--- config.mk ---
export PLATFORM = sky130hd
export DESIGN_NAME = lcd_text_refresh_flat
export DESIGN_NICKNAME = d
export VERILOG_FILES = /design/src/rtl/lcd_text_refresh_if.sv /design/src/rtl/lcd_text_refresh.sv /design/src/flat_wrapper.sv
export SDC_FILE = /design/constraint.sdc
export NUM_CORES = 1
export LEC_CHECK = 0
export ABC_AREA = 1
export BUFFER_PORTS_ARGS = -buffer_cell sky130_fd_sc_hd__buf_2
export CORE_ASPECT_RATIO = 1.25
export CORE_MARGIN = 8
export CORE_UTILIZATION = 60
export DETAILED_ROUTE_END_ITERATION = 16
export GPL_TIMING_DRIVEN = 0
export PLACE_DENSITY = 0.9
export SYNTH_ARGS = -nofsm -noshare
export SYNTH_HDL_FRONTEND = slang
export SYNTH_SLANG_ARGS = --single-unit
export TNS_END_PERCENT = 30
--- constraint.sdc ---
create_clock -name clk -period 5.93 [get_ports clk]
set_input_delay 1.186 -clock clk [delete_from_list [all_inputs] [get_ports clk]]
set_output_delay 1.186 -clock clk [all_outputs]
set_load 0.1 [all_outputs]
--- src/rtl/lcd_text_refresh_if.sv ---
// lcd_text_refresh_if: frame request, character memory and HD44780 bus signals between the refresher and its host.
// master: the refresher. Drives mem_addr, busy, frame_done and LCD_*; receives start, continuous and mem_data.
// slave: the host. Drives start, continuous and mem_data; observes everything else.
interface lcd_text_refresh_if #(
    parameter int ADDR_W = 6
);
    logic              start;
    logic              continuous;
    logic [ADDR_W-1:0] mem_addr;
    logic [7:0]        mem_data;
    logic              busy;
    logic              frame_done;
    logic [7:0]        LCD_DATA;
    logic              LCD_RW;
    logic              LCD_EN;
    logic              LCD_RS;
    logic              LCD_ON;
    modport master (
        input  start, continuous, mem_data,
        output mem_addr, busy, frame_done, LCD_DATA, LCD_RW, LCD_EN, LCD_RS, LCD_ON
    );
    modport slave (
        output start, continuous, mem_data,
        input  mem_addr, busy, frame_done, LCD_DATA, LCD_RW, LCD_EN, LCD_RS, LCD_ON
    );
endinterface

--- src/rtl/lcd_text_refresh.sv ---
// lcd_text_refresh: HD44780 power-on init plus one-shot or continuous refresh of a ROWS x COLS text window.
// clk, rst: clock and synchronous active-high reset.
// bus (master): start/continuous requests, busy/frame_done status, synchronous character memory port
// (mem_data valid one cycle after mem_addr), and the registered LCD bus LCD_DATA/RW/EN/RS/ON.
module lcd_text_refresh #(
    parameter int COLS      = 16,
    parameter int ROWS      = 2,
    parameter int ADDR_W    = 6,
    parameter int POR_DLY   = 800000,
    parameter int SETUP_CYC = 4,
    parameter int EN_CYC    = 24,
    parameter int CMD_DLY   = 2500,
    parameter int CLR_DLY   = 100000
) (
    input logic                clk,
    input logic                rst,
    lcd_text_refresh_if.master bus
);
    localparam int MAX_DLY = POR_DLY > CLR_DLY ? POR_DLY : CLR_DLY;
    localparam int CW = $clog2(MAX_DLY + 1);
    localparam logic [7:0] FUNC = ROWS > 1 ? 8'h38 : 8'h30;
    typedef enum logic [2:0] {POR, INIT, IDLE, ROWCMD, FETCH, CHAR, FEND} state_t;
    typedef enum logic [1:0] {SU, ENH, DL} phase_t;
    state_t st;
    phase_t ph;
    logic [CW-1:0] cnt;
    logic [1:0] ii, r;
    logic [5:0] c;
    logic [ADDR_W-1:0] addr;
    logic f, pend, is_clr, wr_done, last_col, ev_idle, ev_frame, ev_fetch, ev_row, ev_fend;

    function automatic logic [7:0] init_cmd(input logic [1:0] i);
        return i == 2'd0 ? FUNC : i == 2'd1 ? 8'h0C : i == 2'd2 ? 8'h01 : 8'h06;
    endfunction

    function automatic logic [7:0] row_cmd(input logic [1:0] i);
        return i == 2'd0 ? 8'h80 : i == 2'd1 ? 8'hC0 : i == 2'd2 ? 8'h94 : 8'hD4;
    endfunction

    assign bus.LCD_RW = 1'b0;

    // Phase-end events; the sequencer below applies them in priority order.
    always_comb begin
        is_clr   = !bus.LCD_RS && (bus.LCD_DATA == 8'h01 || bus.LCD_DATA == 8'h02);
        wr_done  = ph == DL && cnt == (is_clr ? CW'(CLR_DLY - 1) : CW'(CMD_DLY - 1));
        last_col = st == CHAR && wr_done && c == 6'(COLS - 1);
        ev_idle  = (st == INIT && wr_done && ii == 2'd3) || st == FEND;
        // Leaving init or a frame consumes a pending/same-cycle start directly, skipping IDLE.
        ev_frame = (st == IDLE && (bus.start || bus.continuous)) ||
                   (ev_idle && (pend || bus.start || (st == FEND && bus.continuous)));
        ev_fetch = (st == ROWCMD && wr_done) || (st == CHAR && wr_done && !last_col);
        ev_row   = last_col && r != 2'(ROWS - 1);
        ev_fend  = last_col && r == 2'(ROWS - 1);
    end

    always_ff @(posedge clk) begin
        if (rst) begin
            st             <= POR;
            ph             <= SU;
            cnt            <= '0;
            ii             <= '0;
            r              <= '0;
            c              <= '0;
            addr           <= '0;
            f              <= 1'b0;
            pend           <= 1'b0;
            bus.mem_addr   <= '0;
            bus.busy       <= 1'b1;
            bus.frame_done <= 1'b0;
            bus.LCD_DATA   <= '0;
            bus.LCD_EN     <= 1'b0;
            bus.LCD_RS     <= 1'b0;
            bus.LCD_ON     <= 1'b0;
        end else begin
            bus.LCD_ON     <= 1'b1;
            bus.frame_done <= 1'b0;
            if (bus.start && st != IDLE) pend <= 1'b1;
            if (ev_frame) begin
                st           <= ROWCMD;
                r            <= '0;
                c            <= '0;
                addr         <= '0;
                pend         <= 1'b0;
                bus.busy     <= 1'b1;
                bus.LCD_DATA <= 8'h80;
                bus.LCD_RS   <= 1'b0;
                ph           <= SU;
                cnt          <= '0;
            end else if (ev_idle) begin
                st       <= IDLE;
                bus.busy <= 1'b0;
            end else if (ev_fend) begin
                st             <= FEND;
                bus.frame_done <= 1'b1;
            end else if (ev_row) begin
                st           <= ROWCMD;
                r            <= r + 2'd1;
                c            <= '0;
                bus.LCD_DATA <= row_cmd(r + 2'd1);
                bus.LCD_RS   <= 1'b0;
                ph           <= SU;
                cnt          <= '0;
            end else if (ev_fetch) begin
                st           <= FETCH;
                f            <= 1'b0;
                bus.mem_addr <= addr;
                addr         <= addr + 1'b1;
                if (st == CHAR) c <= c + 1'b1;
            end else begin
                case (st)
                    POR:
                        if (cnt == CW'(POR_DLY - 1)) begin
                            st           <= INIT;
                            ii           <= '0;
                            bus.LCD_DATA <= FUNC;
                            ph           <= SU;
                            cnt          <= '0;
                        end else cnt <= cnt + 1'b1;
                    // Second fetch cycle: memory has had one edge to answer the address.
                    FETCH:
                        if (f) begin
                            st           <= CHAR;
                            bus.LCD_DATA <= bus.mem_data;
                            bus.LCD_RS   <= 1'b1;
                            ph           <= SU;
                            cnt          <= '0;
                        end else f <= 1'b1;
                    INIT, ROWCMD, CHAR:
                        if (ph == SU && cnt == CW'(SETUP_CYC - 1)) begin
                            ph         <= ENH;
                            bus.LCD_EN <= 1'b1;
                            cnt        <= '0;
                        end else if (ph == ENH && cnt == CW'(EN_CYC - 1)) begin
                            ph         <= DL;
                            bus.LCD_EN <= 1'b0;
                            cnt        <= '0;
                        end else if (wr_done) begin
                            ii           <= ii + 2'd1;
                            bus.LCD_DATA <= init_cmd(ii + 2'd1);
                            ph           <= SU;
                            cnt          <= '0;
                        end else cnt <= cnt + 1'b1;
                    default: ;
                endcase
            end
        end
    end
endmodule

--- src/flat_wrapper.sv ---
// flat-port wrapper written by rule: the top's interface ports become plain ports
module lcd_text_refresh_flat 
#(
    parameter int COLS      = 16,
    parameter int ROWS      = 2,
    parameter int ADDR_W    = 6,
    parameter int POR_DLY   = 800000,
    parameter int SETUP_CYC = 4,
    parameter int EN_CYC    = 24,
    parameter int CMD_DLY   = 2500,
    parameter int CLR_DLY   = 100000
)
  (clk, rst, bus_start, bus_continuous, bus_mem_data, bus_mem_addr, bus_busy, bus_frame_done, bus_LCD_DATA, bus_LCD_RW, bus_LCD_EN, bus_LCD_RS, bus_LCD_ON);
  lcd_text_refresh_if #(.ADDR_W(ADDR_W)) bus_i ();
  input logic clk;
  input logic rst;
  input wire logic [$bits(bus_i.start)-1:0] bus_start;
  input wire logic [$bits(bus_i.continuous)-1:0] bus_continuous;
  input wire logic [$bits(bus_i.mem_data)-1:0] bus_mem_data;
  output wire logic [$bits(bus_i.mem_addr)-1:0] bus_mem_addr;
  output wire logic [$bits(bus_i.busy)-1:0] bus_busy;
  output wire logic [$bits(bus_i.frame_done)-1:0] bus_frame_done;
  output wire logic [$bits(bus_i.LCD_DATA)-1:0] bus_LCD_DATA;
  output wire logic [$bits(bus_i.LCD_RW)-1:0] bus_LCD_RW;
  output wire logic [$bits(bus_i.LCD_EN)-1:0] bus_LCD_EN;
  output wire logic [$bits(bus_i.LCD_RS)-1:0] bus_LCD_RS;
  output wire logic [$bits(bus_i.LCD_ON)-1:0] bus_LCD_ON;
  assign bus_i.start = bus_start;
  assign bus_i.continuous = bus_continuous;
  assign bus_i.mem_data = bus_mem_data;
  assign bus_mem_addr = bus_i.mem_addr;
  assign bus_busy = bus_i.busy;
  assign bus_frame_done = bus_i.frame_done;
  assign bus_LCD_DATA = bus_i.LCD_DATA;
  assign bus_LCD_RW = bus_i.LCD_RW;
  assign bus_LCD_EN = bus_i.LCD_EN;
  assign bus_LCD_RS = bus_i.LCD_RS;
  assign bus_LCD_ON = bus_i.LCD_ON;
  lcd_text_refresh #(.COLS(COLS), .ROWS(ROWS), .ADDR_W(ADDR_W), .POR_DLY(POR_DLY), .SETUP_CYC(SETUP_CYC), .EN_CYC(EN_CYC), .CMD_DLY(CMD_DLY), .CLR_DLY(CLR_DLY)) u_core (.clk(clk), .rst(rst), .bus(bus_i));
endmodule
* Yosys cells after proc, flatten, opt, wreduce, memory -nomap -nowiden
Index checks and enable logic that the tools add are counted.
** Word-level totals
- Word-level logic and storage cells :: 190
- Output and inout bits :: 20
- Flip-flop bits (word level) :: 62
- Bits of input ports :: 12
** Cells by class
- Bitwise logic cells :: 5
- Add/subtract/negate cells :: 5
- Multiplexer cells :: 59
- Equal/unequal tests :: 46
- Reduce and logical (&&, ||, !) cells :: 57
** Operators with widths (count)
- 2-to-1 mux 20 bit :: 7
- 2-to-1 mux 8 bit :: 14
- case mux 20 bit (3 select lines) :: 1
- 2-to-1 mux 2 bit :: 12
- case mux 8 bit (3 select lines) :: 1
- adder 20 x 1 -> 20 bit, second input constant :: 1
- equality test 20 x 2 -> 1 bit, second input constant :: 1
- equality test 20 bit :: 1
- equality test 20 bit, second input constant :: 1
- equality test 20 x 5 -> 1 bit, second input constant :: 1
- AND reduction 5 bit :: 4
- 2-to-1 mux 3 bit :: 6
- 2-to-1 mux 6 bit :: 3
- AND reduction 9 bit :: 2
- 2-to-1 mux 17 bit :: 1
- logical AND 1 bit :: 16
- inequality test 5 x 1 -> 1 bit, second input constant :: 3
- inequality test 7 x 1 -> 1 bit, second input constant :: 2
- AND reduction 7 bit :: 2
- nonzero test 2 bit :: 7
- adder 6 x 1 -> 6 bit, second input constant :: 2
- inequality test 3 x 2 -> 1 bit, second input constant :: 4
- inequality test 4 x 1 -> 1 bit, second input constant :: 3
- 2-to-1 mux 1 bit :: 10
- 30 further kinds :: 67

* Logic depth before layout (Yosys ltp)
- Word-level depth :: 16
- Mapped depth :: 18
- Gate-level depth less buffers :: 17

* Worst setup path after synthesis
OpenSTA, ideal clock, no wires.
- Path kind :: register to register
- From :: register u_core.bus.LCD_DATA[1]
- To :: register u_core.cnt[9]
- Slack :: 3239 ps
- Data arrival time :: 2574 ps
- Path buffers :: 1
- Clock period less this slack :: 2691 ps
- Cell stages (with the launch flop) :: 19
- Data required time :: 5813 ps
- Setup time :: 117 ps
- Cell sequence :: dfxtp_1 > inv_1 > nand2_1 > nand2_1 > nor2_4 > nand2_2 > nand2_2 > nand2_2 > nand2_4 > nor2_8 > nand4_2 > inv_2 > nor3_4 > nand3_2 > inv_2 > buf_6 > nand2_1 > o21ai_1 > nor2_1
** On the way
- Cells in the longest elaborated chain, start to end :: 13
- Elaborated cells between the ends (all ways) :: 33
- Classes of those cells :: 5 x eq/ne; 7 x mux; 2 x bitwise; 19 x reduce/logical
** Ends and longest elaborated chain
- start, declared :: line lcd_text_refresh_if.sv:20 : output mem_addr, busy, frame_done, LCD_DATA, LCD_RW, LCD_EN, LCD_RS, LCD_ON
- start signal, assigned :: line lcd_text_refresh.sv:99 : bus.LCD_DATA <= row_cmd(r + 2'd1);
- start signal, assigned :: line lcd_text_refresh.sv:123 : bus.LCD_DATA <= bus.mem_data;
- start signal, assigned :: line lcd_text_refresh.sv:139 : bus.LCD_DATA <= init_cmd(ii + 2'd1);
- equality test 8 x 1 -> 1 bit / equality test 8 x 2 -> 1 bit (equally long branches) :: line lcd_text_refresh.sv:44 : is_clr = !bus.LCD_RS && (bus.LCD_DATA == 8'h01 || bus.LCD_DATA == 8'h02);
- logical OR 1 bit * :: line lcd_text_refresh.sv:44
- logical AND 1 bit * :: line lcd_text_refresh.sv:44
- 2-to-1 mux 17 bit * :: line lcd_text_refresh.sv:45 : wr_done = ph == DL && cnt == (is_clr ? CW'(CLR_DLY - 1) : CW'(CMD_DLY - 1));
- equality test 20 bit * :: line lcd_text_refresh.sv:45
- logical AND 1 bit * :: line lcd_text_refresh.sv:45
- parallel branches: the longest is 7 deep, another holds 2-to-1 mux 20 bit
- end signal, assigned :: line lcd_text_refresh.sv:118 : end else cnt <= cnt + 1'b1;
- end signal, assigned :: line lcd_text_refresh.sv:142 : end else cnt <= cnt + 1'b1;
- end, declared :: line lcd_text_refresh.sv:26 : logic [CW-1:0] cnt;
Every way passes the cells marked *. The select of a mux whose other input is x is not followed.
A chain may end at the register's enable or synchronous reset.

* Final worst setup path
- From :: register u_core.cnt[8]
- To :: register u_core.cnt[5]
** On the way
- Cells in the longest elaborated chain, start to end :: 9
- Elaborated cells between the ends (all ways) :: 34
- Classes of those cells :: 6 x eq/ne; 7 x mux; 2 x bitwise; 19 x reduce/logical
** Ends and longest elaborated chain
- parallel branches: the longest is 9 deep, another holds equality test 20 bit
Parallel ways; which one is timed is not known. The select of a mux whose other input is x is not followed.

==> impl_summary.log <==
INFO  metric synth_cell_types = 54
INFO  metric synthesis.area_per_instance = 6.95 sq um
INFO  metric synth-main-ff-cell = sky130_fd_sc_hd__dfxtp_1
INFO  metric timing.setup.tns = 0 ns
INFO  metric post-route-drc-count = 0
INFO  metric data_required_critical_path = 6.19 ns
INFO  metric cts_max_path_buffers = 2
INFO  metric synth-xor-area-share = approximately 2.8%
INFO  metric design_area = 4510 sq um
INFO  metric slowest_stage_cell_cp = sky130_fd_sc_hd__nor4_1
INFO  metric tritoncts = built
INFO  metric synth_commonest_cells = 106 x sky130_fd_sc_hd__nand2_1, 69 x sky130_fd_sc_hd__nor2_1, 62 x sky130_fd_sc_hd__dfxtp_1
INFO  metric antenna_violating_nets_post_route = 0
INFO  metric worst_pin_slew = 0.692 ns
INFO  metric fillers = 592
INFO  metric floorplan.initialDensity = a little over 60%
INFO  metric initial_antenna_violation_count = 0
INFO  metric top_sig_layer = met4
INFO  metric synth-edff-count = 0
INFO  metric netlist_area = ~4000 sq um
INFO  metric synthMuxAreaShare = 0%
INFO  metric path_max_fanout = 6
INFO  metric portbufs = 30
INFO  metric worst-endpoint-arrival = 3.07 ns
INFO  metric cellLeakagePower = around 0.002 uW
INFO  metric critical-path-top-delay-family = simple AND/OR/NAND/NOR gates
INFO  metric synth_area_leaders = sky130_fd_sc_hd__dfxtp_1 31%, sky130_fd_sc_hd__nand2_1 9.9%, sky130_fd_sc_hd__nor2_1 6.4%
INFO  metric dp.final_hpwl = 8120 um
INFO  metric placed_area = 4280 sq um
INFO  metric cts_resized = 0
INFO  metric tritoncts.num_buffers = 9
INFO  metric wirelength = roughly 11000 um
INFO  metric drv.max_cap_violation_count = 0
INFO  metric combinational_family_with_the_most_area_after_synthesis = simple AND/OR/NAND/NOR gates
INFO  metric routed-wl-met3 = 696 um
INFO  metric detail_route.wl_per_cell = 15.6 um
INFO  metric postCtsSetupBuffers = 0
INFO  metric yosysMostFrequentCell = sky130_fd_sc_hd__nand2_1
INFO  metric final_nets = 641
INFO  metric cts_htree_levels = 3
INFO  metric track_usage = 23.8%
INFO  metric drt_first_pass_iters = 5
INFO  metric regToRegStartpoint = u_core.cnt[8]
INFO  metric setup.worst_path.class = flip-flop to flip-flop
INFO  metric grt_first_pass_wirelength = 17900 um
INFO  metric compound_gate_portion_of_the_synthesized_area = 15.0%
INFO  metric design.portCount = 32
INFO  metric worstSetupStartpoint = u_core.cnt[8]
INFO  metric post_route_cells_drive_above_1_share = 22.4%
INFO  metric seq_area_frac_synth = between 30 and 40%
INFO  metric m1WireLength = 4420 um
INFO  metric die_h = ~110 um
INFO  metric grt_setup_unrepaired = no
INFO  metric report.final.setup_viol = 0
INFO  metric cpPeakStageDelay = about 0.60 ns
INFO  metric initialDrtViolationCount = between 200 and 300
INFO  metric core_area = 6520 sq um
INFO  metric outcome = complete, no violations
INFO  metric critPathMostFrequentCell = sky130_fd_sc_hd__nand2_1
INFO  metric root_buffer = sky130_fd_sc_hd__clkbuf_8
INFO  metric clock_skew = 0.0107 ns
INFO  metric syn-num-nets = 600
INFO  metric vias_per_cell = 5.69
INFO  metric std_cell_rows = 33
INFO  metric synthesized_area_fraction_occupied_by_adder_cells = 3.12%
INFO  metric critical_path.startpoint_type = flip-flop
INFO  metric final-max-slew-violation-count = 0
INFO  metric synth_largest_type_area_fraction = 30.9%
INFO  metric via_count = 4043
INFO  metric pin_count_of_the_biggest_net_entering_global_routing = 13
INFO  metric synthDominantAreaCellType = sky130_fd_sc_hd__dfxtp_1
INFO  metric asyncSetResetFlopFracSynth = 0%
INFO  metric finalCritPeriodShare = 47.4%
INFO  metric synthesis.yosys.warnings = 0
INFO  metric hold_viol_final = 0
INFO  metric via_count_of_the_first_global_routing_pass = 3912
INFO  metric worst_hold_path_type = flip-flop to flip-flop
INFO  metric gpl.final_weighted_congestion = 0.964
INFO  metric cts.sinks = between 60 and 70
INFO  metric clk_transition_reported_paths = 0.08 ns
INFO  metric worstPathBufferInverterCount = 3
INFO  metric die_area = 9580 sq um
INFO  metric min_period = 2.81 ns
INFO  metric area_growth = 12.2%
INFO  metric worstSetupEndpointType = flip-flop
INFO  metric min_from = u_core.bus.busy
INFO  metric chipWidth = 89.2 um
INFO  metric post_synth_simple_gate_area = 37.3%
INFO  metric utilization = a little under 70%
INFO  metric global_route.overflow_total = 0
INFO  metric whs = around 0.47 ns
INFO  metric synthCells = 578
INFO  metric vdd_drop_max = 0.000138 V
INFO  metric p_total = 910 uW
INFO  metric timing.slew.headroom = 53.4%
INFO  metric timing.fmax = ~0.36 GHz
INFO  metric post_synthesis_register_bit_count = 62
INFO  metric pwr_density_cell = 202 nW/um^2
INFO  metric cts_hold_repair.buffers = 0
INFO  metric route.met2.wl = between 5000 and 6000 um
INFO  metric worstPathCellList = inv_2 -> nand2_2 -> nor4_1 -> nand3_1 -> nand2_1 -> inv_1 -> nand2_2 -> nand2_1 -> inv_1 -> nand4_1 -> nand2_1 -> nor2_1
INFO  metric worst_skew_pair.late_latency = approximately 0.36 ns
INFO  metric num_antenna_cells = 0
## sequential cells by signal, indices dropped and copies added (netlist names), 2 cells and up
name / flops
u_core.cnt: 20
u_core.bus.LCD_DATA: 8
u_core.addr: 6
u_core.bus.mem_addr: 6
u_core.c: 6
u_core.st: 3
u_core.ii: 2
u_core.ph: 2
u_core.r: 2
## layer usage
| metal | vias up | GRT usage [%] |
|---|---|---|
| li1 | 1969 | - |
| met4 | 0 | 16.8 |
| met1 | 1841 | 25.7 |
| met5 | - | 0 |
| met3 | 56 | 4.51 |
| met2 | 177 | 40.4 |
## worst reg2reg max path: cells and delay by family, from the launching register on
kind | cells | cell delay, ns
buffers and inverters | 3 | 0.35
and+or+nand+nor | 9 | 1.96
DFF | 1 | 0.39
## layout by cell type (no fill, tap or decap), types with 3 or more instances in the layout
master / netlist / routed
sky130_fd_sc_hd__dfxtp_1: 62 / 62
sky130_fd_sc_hd__clkbuf_8: 0 / 10
sky130_fd_sc_hd__nor2_1: 69 / 69
sky130_fd_sc_hd__nor3_1: 17 / 17
sky130_fd_sc_hd__nor2_2: 12 / 12
sky130_fd_sc_hd__buf_2: 3 / 33
sky130_fd_sc_hd__nand3_1: 29 / 29
sky130_fd_sc_hd__inv_1: 60 / 60
sky130_fd_sc_hd__o31ai_1: 3 / 3
sky130_fd_sc_hd__a21oi_1: 33 / 33
sky130_fd_sc_hd__nand3_2: 8 / 8
sky130_fd_sc_hd__o21ai_1: 8 / 8
sky130_fd_sc_hd__nand2_1: 106 / 106
sky130_fd_sc_hd__inv_2: 17 / 17
sky130_fd_sc_hd__ha_1: 10 / 10
sky130_fd_sc_hd__a21oi_2: 12 / 12
sky130_fd_sc_hd__buf_4: 3 / 3
sky130_fd_sc_hd__clkbuf_1: 3 / 3
sky130_fd_sc_hd__nor4_1: 6 / 6
sky130_fd_sc_hd__nor3_2: 3 / 3
sky130_fd_sc_hd__o211ai_1: 3 / 3
sky130_fd_sc_hd__nand2_2: 12 / 12
sky130_fd_sc_hd__buf_6: 3 / 3
sky130_fd_sc_hd__xor2_1: 11 / 11
sky130_fd_sc_hd__nand2_4: 3 / 3
sky130_fd_sc_hd__o21ai_0: 33 / 33
sky130_fd_sc_hd__nand4_1: 10 / 10
## per-stage QoR
step	setup WS [ns]	std cells
2_1_floorplan	3.24	578
3_5_place_dp	3.23	695
3_3_place_gp	3.19	695
6_report	3.12	711
4_1_cts	3.21	711
5_1_grt	2.97	711
## cell type report
cell class              count  area, sq um  area share (%)
plain buffers              14          118            2.61
clock buffers              10          138            3.05
clock inverters             6         93.8            2.08
inverters                  82          315            7.00
multi-input cells         420         2340            52.0
flip-flops and latches     62         1240            27.5
well taps                  87          109            2.42
repair buffers             30          150            3.33
## path summary, 6_finish.rpt
| path | to | depth (start not counted) | slack [ns] |
|---|---|---|---|
| hold / removal | u_core.bus.busy | 2 | 0.47 |
| setup reg to reg | u_core.cnt[5] | 12 | 3.12 |
| hold reg to reg | u_core.bus.busy | 2 | 0.47 |
| setup / recovery | u_core.cnt[5] | 12 | 3.12 |
## kinds of logic (layout without fill, tap and decap cells)
| logic type | after synthesis | in the layout |
|---|---|---|
| DFF | 62 | 62 |
| other | 1 | 1 |
| and+or+nand+nor | 293 | 293 |
| xor gates and xnor gates | 13 | 13 |
| AOI/OAI and AO/OA | 103 | 103 |
| adders and majority gates | 10 | 10 |
| buffers and inverters | 96 | 142 |
## power by group
group          internal (uW)  leakage (uW)  total, uW  switching, uW
combinational           13.0       0.00138       43.3           30.3
sequential               419      0.000501        422           3.02
clock                    251      0.000113        445            194
total                    683       0.00199        910            227
No activity file was read; power rests on OpenSTA's default activity.
